<file path="src/rtl/ex_mem_stage.sv">
// ex_mem_stage: EX/MEM pipeline register with branch and jump resolution.
// Resolves taken branches and jumps from the ALU flags and emits a one-cycle
// redirect (or a misaligned pulse). Wrong-path instructions in the redirect
// shadow are dropped. The resolved instruction is registered for the memory
// stage behind a valid/ready handshake.
module ex_mem_stage #(
   parameter int width_p          = 32,
   parameter int reg_addr_width_p = 5
) (
   input  logic                        clk_i,
   input  logic                        reset_i,
   input  logic                        valid_i,
   output logic                        ready_o,
   input  logic [width_p-1:0]          pc_i,
   input  logic [width_p-1:0]          imm_i,
   input  logic [width_p-1:0]          alu_result_i,
   input  logic                        alu_zero_i,
   input  logic                        is_branch_i,
   input  logic [2:0]                  br_funct3_i,
   input  logic                        is_jal_i,
   input  logic                        is_jalr_i,
   input  logic [reg_addr_width_p-1:0] rd_addr_i,
   input  logic                        rd_we_i,
   input  logic [width_p-1:0]          store_data_i,
   input  logic                        mem_re_i,
   input  logic                        mem_we_i,
   input  logic [1:0]                  mem_size_i,
   input  logic                        flush_i,
   output logic                        valid_o,
   input  logic                        ready_i,
   output logic [width_p-1:0]          result_o,
   output logic [width_p-1:0]          store_data_o,
   output logic [reg_addr_width_p-1:0] rd_addr_o,
   output logic                        rd_we_o,
   output logic                        mem_re_o,
   output logic                        mem_we_o,
   output logic [1:0]                  mem_size_o,
   output logic                        redirect_o,
   output logic [width_p-1:0]          redirect_pc_o,
   output logic                        misaligned_o
);

   logic               br_taken;
   logic               is_jump;
   logic               take;
   logic               bad_target;
   logic               capture;
   logic [width_p-1:0] target;
   logic [width_p-1:0] link_pc;

   // Branch condition from the zero flag; decode picked SUB/SLT/SLTU to match.
   always_comb begin
      br_taken = 1'b0;
      case (br_funct3_i)
         3'b000:  br_taken = alu_zero_i;   // BEQ
         3'b001:  br_taken = !alu_zero_i;  // BNE
         3'b100:  br_taken = !alu_zero_i;  // BLT  (SLT result 1)
         3'b101:  br_taken = alu_zero_i;   // BGE  (SLT result 0)
         3'b110:  br_taken = !alu_zero_i;  // BLTU (SLTU result 1)
         3'b111:  br_taken = alu_zero_i;   // BGEU (SLTU result 0)
         default: br_taken = 1'b0;
      endcase
   end

   assign is_jump    = is_jal_i || is_jalr_i;
   assign take       = is_jump || (is_branch_i && br_taken);
   assign target     = is_jalr_i ? {alu_result_i[width_p-1:1], 1'b0}
                                 : pc_i + imm_i;
   assign link_pc    = pc_i + width_p'(4);
   assign bad_target = take && (target[1:0] != 2'b00);

   // During a redirect the incoming instruction is wrong-path: always consume it.
   assign ready_o = redirect_o || !valid_o || ready_i;
   assign capture = valid_i && !flush_i && !redirect_o && (!valid_o || ready_i);

   // Control side: valid, redirect and misaligned pulses.
   always_ff @(posedge clk_i) begin
      if (reset_i) begin
         valid_o      <= 1'b0;
         redirect_o   <= 1'b0;
         misaligned_o <= 1'b0;
      end else begin
         redirect_o   <= capture && take && !bad_target;
         misaligned_o <= capture && bad_target;
         if (capture)
            valid_o <= 1'b1;
         else if (flush_i || ready_i)
            valid_o <= 1'b0;
      end
   end

   // Payload register: loads only on capture, so it holds while stalled.
   always_ff @(posedge clk_i) begin
      if (reset_i) begin
         result_o      <= '0;
         store_data_o  <= '0;
         rd_addr_o     <= '0;
         rd_we_o       <= 1'b0;
         mem_re_o      <= 1'b0;
         mem_we_o      <= 1'b0;
         mem_size_o    <= '0;
         redirect_pc_o <= '0;
      end else if (capture) begin
         result_o      <= is_jump ? link_pc : alu_result_i;
         store_data_o  <= store_data_i;
         rd_addr_o     <= rd_addr_i;
         rd_we_o       <= rd_we_i && !bad_target;
         mem_re_o      <= mem_re_i;
         mem_we_o      <= mem_we_i;
         mem_size_o    <= mem_size_i;
         redirect_pc_o <= target;
      end
   end

endmodule

</file>
<file path="config.mk">
export PLATFORM = sky130hd
export DESIGN_NAME = ex_mem_stage
export DESIGN_NICKNAME = d
export VERILOG_FILES = /design/src/rtl/ex_mem_stage.sv
export SDC_FILE = /design/constraint.sdc
export NUM_CORES = 1
export LEC_CHECK = 0
export BUFFER_PORTS_ARGS = -buffer_cell sky130_fd_sc_hd__buf_2
export CAP_MARGIN = 15
export CORE_MARGIN = 4
export CORE_UTILIZATION = 50
export CTS_BUF_LIST = sky130_fd_sc_hd__clkbuf_16
export DETAILED_ROUTE_END_ITERATION = 10
export HOLD_SLACK_MARGIN = 0.12
export PLACE_DENSITY_LB_ADDON = 0.3
export SYNTH_ARGS = -nofsm -noshare
export SYNTH_HDL_FRONTEND = slang
export SYNTH_SLANG_ARGS = --single-unit
</file>
<file path="constraint.sdc">
create_clock -name clk_i -period 3.1 [get_ports clk_i]
set_input_delay 0.62 -clock clk_i [delete_from_list [all_inputs] [get_ports clk_i]]
set_output_delay 0.62 -clock clk_i [all_outputs]
set_load 0.005 [all_outputs]
</file>
# Word level (Yosys, flattened, before mapping)
# Index checks and enable logic that the tools add are counted.
[word_totals]
register_bits = 109
inputBits = 150
out_inout_bits = 110
word_cells = 48
[op_classes]
addsub = 2
n_eq_ne = 5
mux = 5
reduce_logical = 25
[op_table]
columns = ["op", "n"]
rows = [
  ["$mux W32", 2],
  ["$add A32 B3 Y32 const B", 1],
  ["$add A32 B32 Y32", 1],
  ["$eq A3 B3 Y1 const B", 4],
  ["$logic_and A1 B1 Y1", 9],
  ["$logic_or A1 B1 Y1", 6],
  ["$reduce_or A3 Y1", 2],
  ["$logic_not A1 Y1", 5],
  ["$reduce_bool A2 Y1", 2],
  ["$eq A3 B1 Y1 const B", 1],
  ["$logic_not A3 Y1", 1],
  ["$mux W1", 2],
  ["$pmux W1 S2", 1],
]

# Longest topological paths before layout
[logic_depth]
depth_word = 8
mapped_depth = 10
mapped_depth_nobuf = 10

# Least setup slack after synthesis
# Ideal clock, no wire load.
[synth_path]
kind = "input-to-reg"
startpoint = "input pc_i[0]"
endpoint = "register redirect_pc_o[28]"
setup_ns = 0.118
t_arrival_ns = 2.486
t_required_ns = 2.982
setup_slack_ns = 0.495
stages = 10
path_buffers = 0
path_cell_list = "ha_1 -> inv_1 -> fa_1 -> nand2b_1 -> a21oi_1 -> o31ai_1 -> o211ai_2 -> a311oi_1 -> mux2i_1 -> nand2_1"
[synth_via]
elab_chain_cells = 2
[synth_lines]
columns = ["item", "line", "text"]
rows = [
  ["from (decl)", "14", "input logic [width_p-1:0] pc_i,"],
  ["$add A32 B32 Y32", "68", ": pc_i + imm_i;"],
  ["$mux W32", "67", "assign target = is_jalr_i ? {alu_result_i[width_p-1:1], 1'b0}"],
  ["to (signal assigned)", "111", "redirect_pc_o <= target;"],
  ["to (decl)", "39", "output logic [width_p-1:0] redirect_pc_o,"],
]
# No other way between the ends.
# A chain may end at the register's enable or synchronous reset.

# Worst setup path after layout
[layout_path]
startpoint = "input pc_i[0]"
endpoint = "register redirect_pc_o[30]"
# The elaborated chain is that of the path after synthesis.

==> flow_summary_export.csv <==
group,metric,value,unit
run_status,status,"finished, final reports clean",
worst_hold_path,holdCritPathClass,"flop to flop",
floorplan,initial_core_util,51.1,%
run,cap_viol_max_count,0,
synth,synth_cells,921,
global_route,grt_use_met3,5.92,%
timing,setup_viol,0,
clock_tree,cts_tree,"done",
final_layout,drive_gt1_share,27.1,%
routing,drtIter0Drc,677,
final_layout,syn2layout_area_growth,26.7,%
power_and_ir_drop,p_leak,3.82,nW
timing,finalHoldViolations,0,
clock_tree,post_cts_resized,0,
final_layout,fin_area,8570,um2
timing,period_share,86.7,%
routing,dr.pass1.iters,5,
clock_tree,clk_transition_reported_paths,80,ps
synth,ys_ff_latch,109,
global_route,grt-busiest-layer,"met2",
critical_path,crit_slowest_cell,"a2111oi_0",
critical_path,cp_data_required_time,3340,ps
synth,ys_warn_count,0,
final_layout,post-route-util,64.7,%
clock_tree,htreeDepth,3,
global_route,grt_antenna_before_repair,0,
floorplan,core_area,13200,um2
placed_design,io_buffers,259,
floorplan,die_w,124,um
timing,fin_crit,2690,ps
synth,synth-edff-count,0,
timing,slew_violations,0,
timing,tightest_slew,553,ps
critical_path,worst_setup_path_start_kind,"input pin",
routing,wl,23800,um
synth,synth_most_common_cell,"nand2_1",
synth,synth_area_leaders,"dfxtp_1 32%, nand2_1 8.8%, a21oi_1 8.2%",
routing,vias,7628,
synth,netlist_area,6760,um2
clock_tree,cts_setup_buffers,0,
timing,holdWs,453,ps
synth,ys_top_cells_by_count,"159 x nand2_1, 111 x a21oi_1, 109 x dfxtp_1, 93 x nor2_1, 55 x clkbuf_1",
routing,post_drt_wl_per_cell,17.9,um
synth,synth_flop_cell,"dfxtp_1",
timing,relSlewSlack,62.2,%
floorplan,die_h,124,um
global_route,grt_pass1_vias,6828,
critical_path,cp_cell_sequence,"buf_2, ha_1, inv_1, fa_1, nand2b_1, a21oi_1, o31ai_1, buf_4, a2111oi_0, a211oi_1, xor2_1, o22ai_1",
worst_hold_path,hold_start,"store_data_o[2]",
critical_path,rr_startpoint,"valid_o",
timing,finalClockSkew,8.34,ps
synth,async_flop_share,0,%
critical_path,crit_start,"pc_i[0]",
floorplan,rows,42,
critical_path,slowest_delay,520,ps
final_layout,n_fill_cell,1255,
critical_path,worstPathArrival,2930,ps
synth,synth_area_leader_cell,"dfxtp_1",
clock_tree,cts_inserted_buffers,9,
timing,clock.fmax,0.372,GHz
clock_tree,clkSinkCount,109,
synth,post-synth-top-area-fraction,32.3,%
clock_tree,cts_hold_buf,0,
clock_tree,cts-root-buf,"clkbuf_16",
critical_path,end_kind,"flop",
timing,setup-tns-final,0,ps
placed_design,routabilityCongestion,1.04,
placed_design,place_hpwl,18500,um
global_route,grt_util_met2,47.2,%
global_route,globalRouteMet1Util,38.6,%
floorplan,io_pins,260,
critical_path,cp_max_fo,5,
global_route,gr-usage-all-layers,29.4,%
placed_design,placed_area,8270,um2
routing,via_per_inst,5.72,
global_route,overflow,0,
global_route,grt_pass1_wl,36900,um
final_layout,layout.nets,1336,
routing,ant_nets,0,
final_layout,antenna_cells,0,
clock_tree,clk_path_buf_depth,2,
power_and_ir_drop,peakVddDrop,0.262,mV
clock_tree,clk_latency,360,ps
synth,ys_seq_area_share,32.3,%
synth,syn_nets,1104,
synth,synth.distinct_cells,58,
power_and_ir_drop,power_density,426,nW/um2
critical_path,crit_type,"input pin to flop",
global_route,grt_max_degree,61,
synth,syn_avg_cell_area,7.34,um2
timing,rsz0062_at_grt,"no",
routing,drc,0,
floorplan,die_area,15400,um2
layout by cell type, fill, tap and decap left out, types with 18 or more instances in the layout:
master / n
buf_2: 258
nand2_1: 159
a21oi_1: 111
dfxtp_1: 109
nor2_1: 93
o21ai_0: 41
a211oi_1: 32
ha_1: 32
xor2_1: 27
nand3_1: 26
xnor2_1: 26
buf_4: 24
nand4_1: 18
nor3_1: 18
cells by family after synthesis:
group                      count (synthesis)  synth area share [%]
muxes                                      6                 0.907
adders and majority gates                 33                  6.22
DFF                                      109                  32.3
AOI/OAI and AO/OA                        258                  23.3
xor gates and xnor gates                  53                  6.87
and+or+nand+nor                          387                  26.1
buffers and inverters                     75                  4.33
cell type report:
cell class,instances,area (um2),area share [%]
clock buffer,9,225,2.63
clock inverter,7,68.8,0.803
inverter,11,41.3,0.482
multi-input combinational,737,4300,50.2
sequential,109,2180,25.5
tap,176,220,2.57
timing repair buffer,285,1530,17.9
path summary, 6_finish.rpt:
kind	to	slack, ps	depth (start not counted)
max	redirect_pc_o[30]	410	12
min	store_data_o[2]	450	2
max reg2reg	redirect_pc_o[25]	1080	5
min reg2reg	store_data_o[2]	450	2
report_power, final:
part | leakage [nW] | switching (mW) | internal [mW]
Combinational | 2.79 | 0.567 | 0.402
Clock | 0.143 | 0.587 | 0.567
Sequential | 0.893 | 0.0393 | 1.48
critical path, delay by kind of cell:
kind                       cells  cell delay (ps)
adders and majority gates      2              600
and+or+nand+nor                1              180
AOI/OAI and AO/OA              5             1020
xor gates and xnor gates       1              160
buffers and inverters          3              330
sequential cells by signal, indices dropped and copies added (netlist names):
signal         cells
redirect_pc_o     32
result_o          32
store_data_o      32
rd_addr_o          5
mem_size_o         2
mem_re_o           1
mem_we_o           1
misaligned_o       1
rd_we_o            1
redirect_o         1
valid_o            1
layer usage:
metal | wire, um | vias up
met4 | 846 | 0
met3 | 2120 | 52
met5 | 0 | -
met2 | 11100 | 384
met1 | 9720 | 3464
li1 | - | 3728
per-stage QoR:
step,power [mW],worst slack (ps),cells
6_report,3.65,412,1334
5_1_grt,3.83,298,1334
4_1_cts,3.66,465,1334
3_5_place_dp,2.51,117,1318
3_3_place_gp,2.50,179,1318
2_1_floorplan,2.12,495,921
Power figures use the tool's default switching activity.
